`src/rtl/ring_counter_pkg.sv`:
```
// ---------------------------------------------------------------------------
// ring_counter_pkg
// Shared definitions for the ring / Johnson sequence generator.
//   mode_e            : counter mode (one-hot ring or Johnson twisted ring)
//   width_mask()      : mask with the low 'width' bits set
//   seed()            : seed state of a mode, masked to 'width' bits
//   is_legal_ring()   : exactly one bit set within 'width' bits
//   is_legal_johnson(): at most two value boundaries around the circle
// States are passed zero-extended to MAX_W bits so one set of helpers
// serves every legal WIDTH.
// ---------------------------------------------------------------------------
package ring_counter_pkg;

    localparam int MAX_W = 32;

    typedef enum logic {
        MODE_RING    = 1'b0,
        MODE_JOHNSON = 1'b1
    } mode_e;

    function automatic logic [MAX_W-1:0] width_mask(input int width);
        logic [MAX_W-1:0] m;
        m = '0;
        for (int i = 0; i < MAX_W; i++) begin
            if (i < width) m[i] = 1'b1;
        end
        return m;
    endfunction

    function automatic logic [MAX_W-1:0] seed(input mode_e mode, input int width);
        logic [MAX_W-1:0] s;
        s = (mode == MODE_RING) ? MAX_W'(1) : '0;
        return s & width_mask(width);
    endfunction

    function automatic logic is_legal_ring(input logic [MAX_W-1:0] v, input int width);
        int ones;
        ones = 0;
        for (int i = 0; i < MAX_W; i++) begin
            if (i < width && v[i]) ones++;
        end
        return (ones == 1);
    endfunction

    // Count neighbour pairs that differ, including the MSB->bit0 wrap.
    // A Johnson-shaped state has a single run of ones on the circle, so it
    // shows either zero boundaries (all-0 / all-1) or exactly two.
    function automatic logic is_legal_johnson(input logic [MAX_W-1:0] v, input int width);
        int edges;
        int j;
        edges = 0;
        for (int i = 0; i < MAX_W; i++) begin
            if (i < width) begin
                j = (i + 1 == width) ? 0 : i + 1;
                if (v[i] != v[j]) edges++;
            end
        end
        return (edges <= 2);
    endfunction

endpackage

```
`src/rtl/ring_counter_gen_pos_encode.sv`:
```
// ---------------------------------------------------------------------------
// ring_pos_encode
// Combinational state-to-index encoder. The index is the position of the
// state in the up-counting sequence of the given mode.
//   state : counter state (WIDTH bits)
//   mode  : MODE_RING or MODE_JOHNSON
//   pos   : up-sequence index (POS_W bits)
// Ring    : index of the set bit.
// Johnson : popcount while the MSB is 0 (filling phase), otherwise
//           WIDTH + number of zeros (draining phase).
// ---------------------------------------------------------------------------
module ring_pos_encode
    import ring_counter_pkg::*;
#(
    parameter  int WIDTH = 4,
    localparam int POS_W = $clog2(2 * WIDTH)
) (
    input  logic [WIDTH-1:0] state,
    input  mode_e            mode,
    output logic [POS_W-1:0] pos
);

    int ones;
    int ring_idx;

    always_comb begin
        // NOTE: every variable gets a default before any branch so no path
        // leaves it unassigned; otherwise synthesis infers a latch.
        ones     = 0;
        ring_idx = 0;
        pos      = '0;
        for (int i = 0; i < WIDTH; i++) begin
            if (state[i]) begin
                ones++;
                ring_idx = i;
            end
        end
        if (mode == MODE_RING) begin
            pos = POS_W'(ring_idx);
        end else if (!state[WIDTH-1]) begin
            pos = POS_W'(ones);
        end else begin
            pos = POS_W'(2 * WIDTH - ones);
        end
    end

endmodule

```
`src/rtl/ring_counter_gen.sv`:
```
// ---------------------------------------------------------------------------
// ring_counter_gen
// Parametrised phase/sequence generator: one-hot ring or Johnson counter,
// selectable at run time, with enable, direction, parallel load, illegal
// state detection with self-recovery, a position index and a wrap pulse.
// Ports:
//   Clock      : rising-edge clock
//   Reset      : synchronous, active-high reset
//   Enable     : advance one step this cycle
//   Dir        : 0 = up (toward MSB), 1 = down
//   Mode       : 0 = ring, 1 = Johnson
//   Load       : parallel load strobe
//   Load_value : value to load (replaced by the seed when illegal)
//   Count_out  : registered counter state
//   Position   : registered up-sequence index of Count_out
//   Wrap       : one-cycle pulse when an enabled step lands on the seed
//   Illegal    : one-cycle pulse when an illegal load or state is corrected
// Per-cycle priority: Reset > Load > mode change > recovery > step > hold.
// ---------------------------------------------------------------------------
module ring_counter_gen
    import ring_counter_pkg::*;
#(
    parameter  int WIDTH = 4,
    localparam int POS_W = $clog2(2 * WIDTH)
) (
    input  logic             Clock,
    input  logic             Reset,
    input  logic             Enable,
    input  logic             Dir,
    input  logic             Mode,
    input  logic             Load,
    input  logic [WIDTH-1:0] Load_value,
    output logic [WIDTH-1:0] Count_out,
    output logic [POS_W-1:0] Position,
    output logic             Wrap,
    output logic             Illegal
);

    logic [WIDTH-1:0] count_q, count_d;
    mode_e            mode_q, mode_d;
    logic [POS_W-1:0] pos_q, pos_d;
    logic             wrap_q, wrap_d;
    logic             illegal_q, illegal_d;

    mode_e            mode_req;
    logic [WIDTH-1:0] cur_seed;
    logic [WIDTH-1:0] req_seed;
    logic [WIDTH-1:0] stepped;
    logic             load_ok;
    logic             state_ok;

    function automatic logic state_legal(input logic [WIDTH-1:0] v, input mode_e m);
        return (m == MODE_RING) ? is_legal_ring(MAX_W'(v), WIDTH)
                                : is_legal_johnson(MAX_W'(v), WIDTH);
    endfunction

    // One step of the current mode. The Johnson twist feeds the inverted
    // outgoing bit back in at the other end.
    function automatic logic [WIDTH-1:0] next_step(input logic [WIDTH-1:0] v,
                                                   input mode_e m, input logic down);
        logic [WIDTH-1:0] r;
        if (m == MODE_RING) begin
            r = down ? {v[0], v[WIDTH-1:1]} : {v[WIDTH-2:0], v[WIDTH-1]};
        end else begin
            r = down ? {~v[0], v[WIDTH-1:1]} : {v[WIDTH-2:0], ~v[WIDTH-1]};
        end
        return r;
    endfunction

    assign mode_req = mode_e'(Mode);
    assign cur_seed = WIDTH'(seed(mode_q, WIDTH));
    assign req_seed = WIDTH'(seed(mode_req, WIDTH));
    assign stepped  = next_step(count_q, mode_q, Dir);
    assign load_ok  = state_legal(Load_value, mode_q);
    assign state_ok = state_legal(count_q, mode_q);

    always_comb begin
        count_d   = count_q;
        mode_d    = mode_q;
        wrap_d    = 1'b0;
        illegal_d = 1'b0;
        if (Load) begin
            // Legality is judged against the mode already in force; a
            // pending mode change waits until Load is released.
            if (load_ok) begin
                count_d = Load_value;
            end else begin
                count_d   = cur_seed;
                illegal_d = 1'b1;
            end
        end else if (mode_req != mode_q) begin
            mode_d  = mode_req;
            count_d = req_seed;
        end else if (!state_ok) begin
            count_d   = cur_seed;
            illegal_d = 1'b1;
        end else if (Enable) begin
            count_d = stepped;
            wrap_d  = (stepped == cur_seed);
        end
    end

    // Position is encoded from the next state so it lands in the same
    // cycle as Count_out.
    ring_pos_encode #(
        .WIDTH (WIDTH)
    ) u_pos_encode (
        .state (count_d),
        .mode  (mode_d),
        .pos   (pos_d)
    );

    always_ff @(posedge Clock) begin
        // NOTE: the reset is synchronous, so it lives inside the clocked
        // branch and every flop here is plain state, not a memory array.
        if (Reset) begin
            // NOTE: sequential state uses non-blocking assignments so all
            // flops update together from the values before the edge.
            count_q   <= WIDTH'(seed(MODE_RING, WIDTH));
            mode_q    <= MODE_RING;
            pos_q     <= '0;
            wrap_q    <= 1'b0;
            illegal_q <= 1'b0;
        end else begin
            count_q   <= count_d;
            mode_q    <= mode_d;
            pos_q     <= pos_d;
            wrap_q    <= wrap_d;
            illegal_q <= illegal_d;
        end
    end

    assign Count_out = count_q;
    assign Position  = pos_q;
    assign Wrap      = wrap_q;
    assign Illegal   = illegal_q;

endmodule

```
`config.mk`:
```
export PLATFORM = sky130hd
export DESIGN_NAME = ring_counter_gen
export DESIGN_NICKNAME = d
export VERILOG_FILES = /design/src/rtl/ring_counter_pkg.sv /design/src/rtl/ring_counter_gen_pos_encode.sv /design/src/rtl/ring_counter_gen.sv
export SDC_FILE = /design/constraint.sdc
export NUM_CORES = 1
export LEC_CHECK = 0
export ABC_AREA = 1
export CAP_MARGIN = 20
export CELL_PAD_IN_SITES_DETAIL_PLACEMENT = 0
export CELL_PAD_IN_SITES_GLOBAL_PLACEMENT = 1
export CORE_MARGIN = 2
export CORE_UTILIZATION = 35
export CTS_CLUSTER_DIAMETER = 200
export DETAILED_ROUTE_END_ITERATION = 8
export PLACE_DENSITY = 0.82
export SETUP_SLACK_MARGIN = 0.4
export SLEW_MARGIN = 20
export SYNTH_ARGS = -nofsm -noshare
export SYNTH_HDL_FRONTEND = slang
export SYNTH_HIERARCHICAL = 1
export SYNTH_SLANG_ARGS = --single-unit
```
`constraint.sdc`:
```
create_clock -name Clock -period 4.3 [get_ports Clock]
set_input_delay 0.86 -clock Clock [delete_from_list [all_inputs] [get_ports Clock]]
set_output_delay 0.86 -clock Clock [all_outputs]
set_load 0.005 [all_outputs]
```
==> results of run 1 <==
==> final cells by class <==
type / instances / area, µm²
fill: 400 / 1910
multi-input combinational: 179 / 1190
timing repair buffer: 49 / 404
sequential: 10 / 200
inverter: 41 / 156
tap: 50 / 62.6
clock buffer: 4 / 55.1
==> sequential cells by signal, summed over array words and instances (netlist names) <==
name and flops:
Wrap 1, Position 3, Illegal 1, mode_q 1, Count_out 4
==> power breakdown <==
| group | internal [mW] | switching (mW) | leakage [nW] |
|---|---|---|---|
| registers | 0.100 | 0.00583 | 0.0819 |
| clock network | 0.0805 | 0.0368 | 0.0288 |
| logic | 0.150 | 0.162 | 0.917 |
==> per-stage QoR <==
stage               cells  instance area, µm²  setup TNS [ps]
floorplan             237                1500               0
global placement      323                1880           -59.3
detailed placement    323                1880           -99.6
CTS                   331                1970               0
global route          333                2070               0
finish                333                2070               0
==> metal layers <==
layer,GRT usage,part of all wire
met1,0.184,0.49
met2,0.272,0.48
met3,0.00822,0.027
met4,0.0300,0.0037
met5,0,0
==> layout by cell type (no fill, tap or decap) <==
cell type,synthesis,routed
a21boi_0,1,1
a21oi_1,4,4
a21oi_2,3,3
buf_4,2,30
buf_6,2,1
clkbuf_2,0,3
clkbuf_8,0,4
clkdlybuf4s50_1,0,14
dfxtp_1,10,10
dlymetal6s2s_1,0,1
ha_1,17,11
ha_2,0,1
ha_4,0,5
inv_1,36,28
inv_2,4,12
inv_4,1,1
mux2i_1,1,1
nand2_1,68,60
nand2_2,7,15
nand2_4,1,1
nand3_1,18,15
nand3_2,5,6
nand3_4,0,2
nand3b_1,1,1
nand4_1,5,5
nor2_1,18,18
nor2_2,1,1
nor3_1,2,1
nor3_2,0,1
nor4_1,1,1
o211ai_1,1,1
o21ai_0,12,11
o21ai_1,3,3
o21ai_2,0,1
xnor2_1,7,6
xnor2_4,0,1
xor2_1,2,2
xor2_4,0,1
==> timing repair <==
| action | CTS | global route |
|---|---|---|
| endpoints found under the hold margin | 0 | 0 |
| endpoints found under the setup margin | 1 | 1 |
| pin swaps | 10 | 18 |
| buffers inserted | 4 | 2 |
| gates resized for setup | 9 | 25 |
| hold buffers | 0 | 0 |
==> worst reg2reg max path, delay by kind of cell, from the launching register on <==
kind          cells  cell delay, ps
xor+xnor          1             150
fa+ha+maj         5            1270
buf+inv           7             350
flops             1             330
simple gates     15            1400
==> path summary, 6_finish.rpt <==
check / end / cells past startpoint
worst max register to register: Position[2]$_SDFF_PP0_ / 28
worst min register to register: mode_q$_SDFF_PP0_ / 2
worst min-delay path: mode_q$_SDFF_PP0_ / 2
worst max-delay path: Position[2]$_SDFF_PP0_ / 32
==> cell families after synthesis <==
family          share of synthesized area
fa+ha+maj                           0.148
compound gates                     0.0947
xor+xnor                           0.0660
flops                               0.139
mux                               0.00695
simple gates                        0.402
buf+inv                             0.143
==> run_results.csv, run 1 <==
group,metric,value,unit
cts,clk_path_buf_depth,2,
routing,drt_wl_total,3.24,mm
floorplanning,rows,23,
setup_path,end_kind,"register",
setup_path,cp_max_fo,3,
sta,hold_viol_final,0,
sta,finalMaxSlewViolations,0,
global_route,grt.overflow.total,0,
synthesis,ys_warn_count,6,
synthesis,synth_ff_type,"dfxtp_1",
setup_path,arrival,3790,ps
hold_path,hp-class,"reg -> reg",
power_and_ir_drop,leakagePower,1.03,nW
sta,post-route-period-util,0.843,
synthesis,yosysMostFrequentCell,"nand2_1",
floorplanning,die_w,68.1,µm
placed_design,place_hpwl,2.59,mm
setup_path,reg2reg_slack,720,ps
setup_path,reg2reg_from,"Count_out[0]$_SDFF_PP1_",
global_route,antenna_found_initial,0,
synthesis,netlist_area,1440,µm²
global_route,first_global_vias,1343,
routing,routed_via_density,4.56,
setup_path,slowest_stage,"ha_4",
cts,clk_pin_slew,50,ps
sta,rsz0062_at_grt,"false",
global_route,grt_max_degree,12,
cts,cts-htree-levels,1,
synthesis,syn_inst,237,
setup_path,cp.required,4470,ps
cts,cts_tree,"done",
status,outcome,"complete, no violations",
sta,fin_skew,0.270,ps
cells_and_area,layout-drive-gt1-share,0.314,
synthesis,yosysTopAreaCell,"nand2_1",
setup_path,crit_start,"Load_value[1]",
cells_and_area,layout.nets,311,
floorplanning,io_pins,19,
setup_path,critPathMaxStageDelay,260,ps
floorplanning,die_area,4640,µm²
placed_design,post-place-ws,-99.6,ps
hold_path,hold_start,"mode_q$_SDFF_PP0_",
routing,wl_per_cell,9.72,µm
routing,drtIter0Drc,66,
sta,tightest_slew,455,ps
synthesis,syn_avg_cell_area,6.08,µm²
sta,max_clock_freq,0.276,GHz
cts,cts_sinks,10,
cts,root_buffer,"clkbuf_8",
cells_and_area,antennaDiodeCount,0,
sta,postLayoutSetupSlackWorst,675,ps
routing,drt-pass1-iter-count,4,
cts,insertion_delay,230,ps
placed_design,portBuffers,18,
power_and_ir_drop,power,0.535,mW
placed_design,gp_congestion,0.825,
routing,via_count,1517,
floorplanning,start_util,0.363,
setup_path,crit_path_start_kind,"input port",
routing,drc,0,
cts,cts_buffers,3,
cells_and_area,fin_util,0.520,
synthesis,seq_area_frac_synth,0.139,
sta,max_slew_margin,0.696,
setup_path,path_class,"in -> reg",
setup_path,crit_path_frequent_cell,"nand2_2",
routing,ant_nets,0,
synthesis,synth_common_cells,"68 x nand2_1, 36 x inv_1, 18 x nand3_1, 18 x nor2_1, 17 x ha_1",
setup_path,critPathBufInv,13,
synthesis,synth_area_leaders,"nand2_1 18%, ha_1 15%, dfxtp_1 14%",
synthesis,synthArstFlopShare,0,
synthesis,synth.net_count,264,
sta,whs,655,ps
synthesis,synth-seq-cells,10,
synthesis,synth_edf_count,0,
global_route,track_usage,0.146,
sta,period_needed,3620,ps
setup_path,crit_family,"simple AND/OR/NAND/NOR gates",
run,maxCapViolations,0,
power_and_ir_drop,power.density,259,nW/µm²
floorplanning,die_h,68.1,µm
power_and_ir_drop,peakVddDrop,0.000134,V
floorplanning,floorplan.core_area,3970,µm²
synthesis,synth.top_cell.area_share,0.177,
sta,setup_viol,0,
synthesis,synth.distinct_cells,30,
global_route,grt_pass1_wl,5.33,mm
cells_and_area,synthToLayoutAreaGrowth,43.4,%
No activity file was read; power rests on OpenSTA's default activity.
==> run 2: changes to the inputs <==
==> constraint.sdc (replaced) <==
create_clock -name Clock -period 3.65 [get_ports Clock]
set_input_delay 0.73 -clock Clock [delete_from_list [all_inputs] [get_ports Clock]]
set_output_delay 0.73 -clock Clock [all_outputs]
set_load 0.005 [all_outputs]
==> run_results.csv, run 2 (same netlist as run 1, synthesis figures left out) <==
group,metric,value,unit
status,outcome,"complete, no violations",
cells_and_area,layout-drive-gt1-share,0.436,
setup_path,critPathMaxStageDelay,280,ps
sta,max_clock_freq,0.285,GHz
sta,post-route-period-util,0.961,
sta,fin_skew,1.02,ps
setup_path,crit_path_start_kind,"input port",
setup_path,cp.required,3810,ps
sta,max_slew_margin,0.714,
cells_and_area,synthToLayoutAreaGrowth,65.9,%
setup_path,reg2reg_slack,170,ps
sta,tightest_slew,428,ps
cells_and_area,layout.cells.non_filler,355,
sta,period_needed,3510,ps
global_route,track_usage,0.169,
placed_design,gp_congestion,0.806,
setup_path,arrival,3670,ps
routing,wl_per_cell,10.7,µm
placed_design,post-place-cells,334,
floorplanning,floorplan.core_area,3970,µm²
sta,rsz0062_at_grt,"true",
cts,clk_path_buf_depth,2,
run,maxCapViolations,0,
floorplanning,rows,23,
cts,clk_pin_slew,40,ps
cts,holdBufCountCts,0,
setup_path,worstPathCellList,"buf_6 > inv_1 > ha_4 > buf_4 > xor2_2 > ha_1 > nor3_1 > o21ai_1 > nand2_2 > nand2_1 > nand3_4 > nand2_4 > buf_4 > ha_1 > nand2_1 > o21ai_2 > ha_4 > inv_2 > nand4_1 > nand4_1 > nand2_1 > nor2_1 > inv_1 > nor2_1",
routing,ant_nets,0,
global_route,grt_pass1_wl,6.12,mm
power_and_ir_drop,peakVddDrop,0.000191,V
cts,cts_buffers,3,
global_route,first_global_vias,1508,
placed_design,portBuffers,18,
sta,tns,0,ps
routing,via_count,1637,
cells_and_area,mostFrequentLayoutCells,"56 x nand2_1, 47 x buf_4, 24 x inv_1, 17 x nor2_1",
routing,drc,0,
sta,setup_viol,0,
power_and_ir_drop,leakagePower,1.16,nW
global_route,antenna_found_initial,0,
setup_path,crit_path_frequent_cell,"nand2_1",
cells_and_area,fill_cells,383,
floorplanning,die_w,68.1,µm
placed_design,place_hpwl,2.83,mm
routing,drt_wl_total,3.80,mm
cells_and_area,final_common_cell,"nand2_1",
routing,drt-pass1-iter-count,4,
cells_and_area,multi_input_area,1320,µm²
sta,finalMaxSlewViolations,0,
setup_path,end_kind,"register",
setup_path,cp_max_fo,3,
routing,routed_via_density,4.61,
sta,whs,652,ps
floorplanning,die_h,68.1,µm
floorplanning,start_util,0.363,
cells_and_area,layout.nets,334,
cts,cts-htree-levels,1,
sta,hold_viol_final,0,
cells_and_area,regArea,204,µm²
cells_and_area,largest_reg_flops,4,
power_and_ir_drop,power.density,288,nW/µm²
setup_path,path_class,"in -> reg",
global_route,grt.overflow.total,0,
floorplanning,die_area,4640,µm²
floorplanning,io_pins,19,
hold_path,hp-class,"reg -> reg",
cts,cts_sinks,10,
cts,cts_tree,"done",
cts,insertion_delay,230,ps
cts,root_buffer,"clkbuf_8",
setup_path,slowest_stage,"ha_1",
global_route,grt_max_degree,11,
cells_and_area,antennaDiodeCount,0,
routing,drtIter0Drc,21,
==> run 2: cell count changes in the layout (fill, tap and decap cells not counted), sizes merged <==
| cell | delta |
|---|---|
| dlymetal6s2s | -1 |
| clkbuf | -4 |
| dlygate4sd2 | +1 |
| buf | +26 |
==> run 2: area by class of cell <==
cell class | instances | share of cell area
clock buffer | 3 | 0.0173
inverter | 41 | 0.0686
multi-input combinational | 179 | 0.551
sequential | 10 | 0.0854
tap | 50 | 0.0262
timing repair buffer | 72 | 0.252
==> run 2: repair_timing <==
action,in CTS,in global routing
setup buffers,11,7
cloned,0,0
pin swaps,20,29
endpoints found under the setup margin,3,3
gates resized for setup,27,41
endpoints found under the hold margin,0,0
==> run 2: worst max-delay path: cells and delay by family <==
| kind | cells | cell delay, ps |
|---|---|---|
| AO/OA/AOI/OAI | 2 | 170 |
| AND/OR/NAND/NOR | 11 | 1130 |
| adder cells (fa/ha/maj) | 4 | 940 |
| buffers and inverters | 6 | 550 |
| XOR/XNOR | 1 | 170 |
==> run 2: worst paths after layout <==
path	from	to	cells after the start
max reg2reg	Count_out[1]$_SDFF_PP0_	Position[2]$_SDFF_PP0_	27
max	Load_value[1]	Position[2]$_SDFF_PP0_	24
min	mode_q$_SDFF_PP0_	mode_q$_SDFF_PP0_	2
min reg2reg	mode_q$_SDFF_PP0_	mode_q$_SDFF_PP0_	2
==> run 2: report_power, final <==
part	leakage [nW]	internal, mW	total, mW	switching, mW
combinational	1.05	0.230	0.455	0.225
sequential	0.0825	0.119	0.126	0.00685
clock	0.0216	0.0716	0.108	0.0366
==> run 2: metrics by stage <==
| step | utilization | power [mW] | cell area (µm²) | worst slack, ps |
|---|---|---|---|---|
| 2_1_floorplan | - | 0.358 | 1540 | 68.8 |
| 3_3_place_gp | 0.502 | 0.469 | 1990 | -493 |
| 3_5_place_dp | 0.502 | 0.476 | 1990 | -601 |
| 4_1_cts | 0.547 | 0.623 | 2170 | 108 |
| 5_1_grt | 0.601 | 0.748 | 2390 | -99.6 |
| 6_report | 0.601 | 0.689 | 2390 | 143 |
==> run 2: metal layers <==
metal  wire, µm  up-vias  GRT usage
li1           -      880          -
met1       1660      734      0.201
met2       2020       16      0.322
met3         64        7     0.0132
met4         54        0     0.0425
met5          0        -          0
==> run 3: changes to the inputs <==
--- a/config.mk
+++ b/config.mk
@@ -14,7 +14,7 @@
 export CTS_CLUSTER_DIAMETER = 200
 export DETAILED_ROUTE_END_ITERATION = 8
 export PLACE_DENSITY = 0.82
-export SETUP_SLACK_MARGIN = 0.4
+export SETUP_SLACK_MARGIN = 0.15
 export SLEW_MARGIN = 20
 export SYNTH_ARGS = -nofsm -noshare
 export SYNTH_HDL_FRONTEND = slang
==> constraint.sdc (replaced) <==
create_clock -name Clock -period 3.5 [get_ports Clock]
set_input_delay 0.7 -clock Clock [delete_from_list [all_inputs] [get_ports Clock]]
set_output_delay 0.7 -clock Clock [all_outputs]
set_load 0.005 [all_outputs]
==> run_results.csv, run 3 (same netlist as run 1, synthesis figures left out) <==
group,metric,value,unit
status,outcome,"complete, no violations",
run,maxCapViolations,0,
setup_path,path_class,"in -> reg",
cts,clk_pin_slew,50,ps
hold_path,hp-class,"reg -> reg",
cells_and_area,antennaDiodeCount,0,
sta,rsz0062_at_grt,"true",
sta,period_needed,3500,ps
setup_path,cp.depth,24,
cts,clk_path_buf_depth,2,
setup_path,worstPathCellList,"buf_2 > inv_2 > ha_4 > buf_6 > xor2_2 > ha_1 > nor3_2 > o21ai_1 > nand2_2 > nand2_2 > nand3_4 > buf_4 > buf_6 > buf_4 > buf_6 > buf_4 > buf_4 > buf_6 > buf_6 > buf_4 > buf_4 > buf_4 > buf_6 > nand3_2",
setup_path,slowest_stage,"ha_1",
sta,finalMaxSlewViolations,0,
cells_and_area,mostFrequentLayoutCells,"59 x buf_4, 53 x nand2_1, 23 x inv_1, 19 x nand2_2",
placed_design,portBuffers,18,
cells_and_area,fill_cells,322,
routing,routed_via_density,4.70,
sta,max_clock_freq,0.286,GHz
setup_path,cp_max_fo,4,
sta,hold_viol_final,0,
routing,drtIter0Drc,68,
hold_path,hold_end,"mode_q$_SDFF_PP0_",
floorplanning,die_area,4640,µm²
cells_and_area,layout.nets,357,
floorplanning,die_w,68.1,µm
floorplanning,io_pins,19,
cells_and_area,synthToLayoutAreaGrowth,83.4,%
routing,via_count,1781,
cells_and_area,layout.cells.non_filler,379,
sta,max_slew_margin,0.670,
cells_and_area,final_common_cell,"buf_4",
setup_path,critPathMaxStageDelay,290,ps
global_route,first_global_vias,1626,
routing,drt_wl_total,4.78,mm
cells_and_area,layout-drive-gt1-share,0.489,
global_route,grt_max_degree,11,
cells_and_area,largest_reg_flops,4,
setup_path,cp.required,3680,ps
global_route,grt_pass1_wl,6.72,mm
setup_path,arrival,3680,ps
floorplanning,rows,23,
floorplanning,floorplan.core_area,3970,µm²
cts,cts_tree,"done",
setup_path,reg2reg_from,"Count_out[1]$_SDFF_PP0_",
sta,post-route-period-util,0.999,
routing,drt-pass1-iter-count,4,
cts,cts_buffers,3,
setup_path,end_kind,"register",
setup_path,crit_path_frequent_cell,"buf_4",
global_route,track_usage,0.190,
cells_and_area,regArea,204,µm²
setup_path,crit_path_start_kind,"input port",
setup_path,critPathBufInv,15,
setup_path,crit_family,"buffers and inverters",
setup_path,reg2regPathDepth,26,
global_route,antenna_found_initial,0,
cells_and_area,multi_input_area,1330,µm²
sta,setup_viol,0,
placed_design,place_hpwl,2.75,mm
power_and_ir_drop,peakVddDrop,0.000163,V
routing,wl_per_cell,12.6,µm
sta,postLayoutSetupSlackWorst,2.12,ps
sta,tightest_slew,494,ps
cts,holdBufCountCts,0,
setup_path,reg2reg_slack,30,ps
routing,drc,0,
hold_path,holdPathStages,2,
floorplanning,die_h,68.1,µm
placed_design,post-place-ws,-694,ps
hold_path,hold_start,"mode_q$_SDFF_PP0_",
cts,cts_sinks,10,
sta,tns,0,ps
power_and_ir_drop,power.density,311,nW/µm²
placed_design,gp_congestion,0.775,
placed_design,post-place-cells,334,
power_and_ir_drop,leakagePower,1.28,nW
routing,ant_nets,0,
global_route,grt.overflow.total,0,
cts,root_buffer,"clkbuf_8",
floorplanning,start_util,0.363,
cts,insertion_delay,240,ps
setup_path,timing.rr.end,"Position[2]$_SDFF_PP0_",
sta,fin_skew,7.12,ps
cts,cts-htree-levels,1,
==> run 3: cell types whose count changed in the layout (fill, tap and decap cells not counted), moves of 2 or more <==
| cell | before | now |
|---|---|---|
| buf_4 | 47 | 59 |
| buf_6 | 8 | 18 |
| dfxtp_1 | 7 | 9 |
| dfxtp_2 | 3 | 0 |
| nand2_1 | 56 | 53 |
| nand2_2 | 14 | 19 |
| nand2_4 | 6 | 4 |
| xnor2_2 | 0 | 2 |
==> run 3: area by class of cell <==
type / count / area share
Sequential cell: 10 / 0.0772
Clock buffer: 4 / 0.0208
Inverter: 41 / 0.0630
Tap cell: 50 / 0.0237
Multi-Input combinational cell: 179 / 0.505
Timing Repair Buffer: 95 / 0.310
==> run 3: worst max path at each step <==
stage                                  startpoint                       to
after floorplan                     Load_value[2]   Position[2]$_SDFF_PP0_
after global placement              Load_value[1]   Position[2]$_SDFF_PP0_
after detailed placement            Load_value[1]   Position[2]$_SDFF_PP0_
after CTS                           Load_value[1]   Position[2]$_SDFF_PP0_
after global routing      Count_out[1]$_SDFF_PP0_   Position[2]$_SDFF_PP0_
final                               Load_value[0]  Count_out[0]$_SDFF_PP1_
==> run 3: timing repair <==
item | 4_1_cts | 5_1_grt
pin swaps | 30 | 32
hold endpoints to repair | 0 | 0
gates resized for setup | 35 | 50
setup buffers | 34 | 7
endpoints found under the setup margin | 3 | 5
==> run 3: per-layer routing <==
layer / track usage / part of all wire / up-vias
met2: 0.362 / 0.56 / 22
met3: 0.0148 / 0.017 / 4
li1: - / - / 926
met1: 0.225 / 0.41 / 829
met4: 0.0500 / 0.0088 / 0
met5: 0 / 0 / -
==> run 3: power by group <==
group	switching [mW]	leakage, nW	total [mW]	internal (mW)
Clock	0.0466	0.0288	0.146	0.0990
Sequential	0.00712	0.0826	0.130	0.123
Combinational	0.261	1.17	0.546	0.285
==> run 3: through the flow <==
| step | area (µm²) | util | power (mW) | hold slack, ps |
|---|---|---|---|---|
| after CTS | 2400 | 0.604 | 0.729 | 657 |
| after global placement | 1990 | 0.502 | 0.488 | 654 |
| after global routing | 2640 | 0.665 | 0.880 | 752 |
| after detailed placement | 1990 | 0.502 | 0.492 | 651 |
| final | 2640 | 0.665 | 0.822 | 709 |
| after floorplan | 1540 | - | 0.373 | 608 |
==> run 3: worst register-to-register path, stage by stage, from the launching register on <==
cell,delay (ps)
dfxtp_4,380
inv_4,50
ha_4,280
ha_4,210
nand3b_1,190
nand2_2,120
ha_4,150
nand3_4,70
xnor2_2,160
nand3_2,90
nand2_2,80
nand4_1,180
nand2_2,140
inv_2,60
ha_4,270
inv_2,30
nand2_2,60
nand2_2,50
inv_2,70
ha_4,190
inv_2,50
nand4_1,120
nand4_1,100
nand2_1,60
nor2_1,100
inv_1,40
nor2_1,60
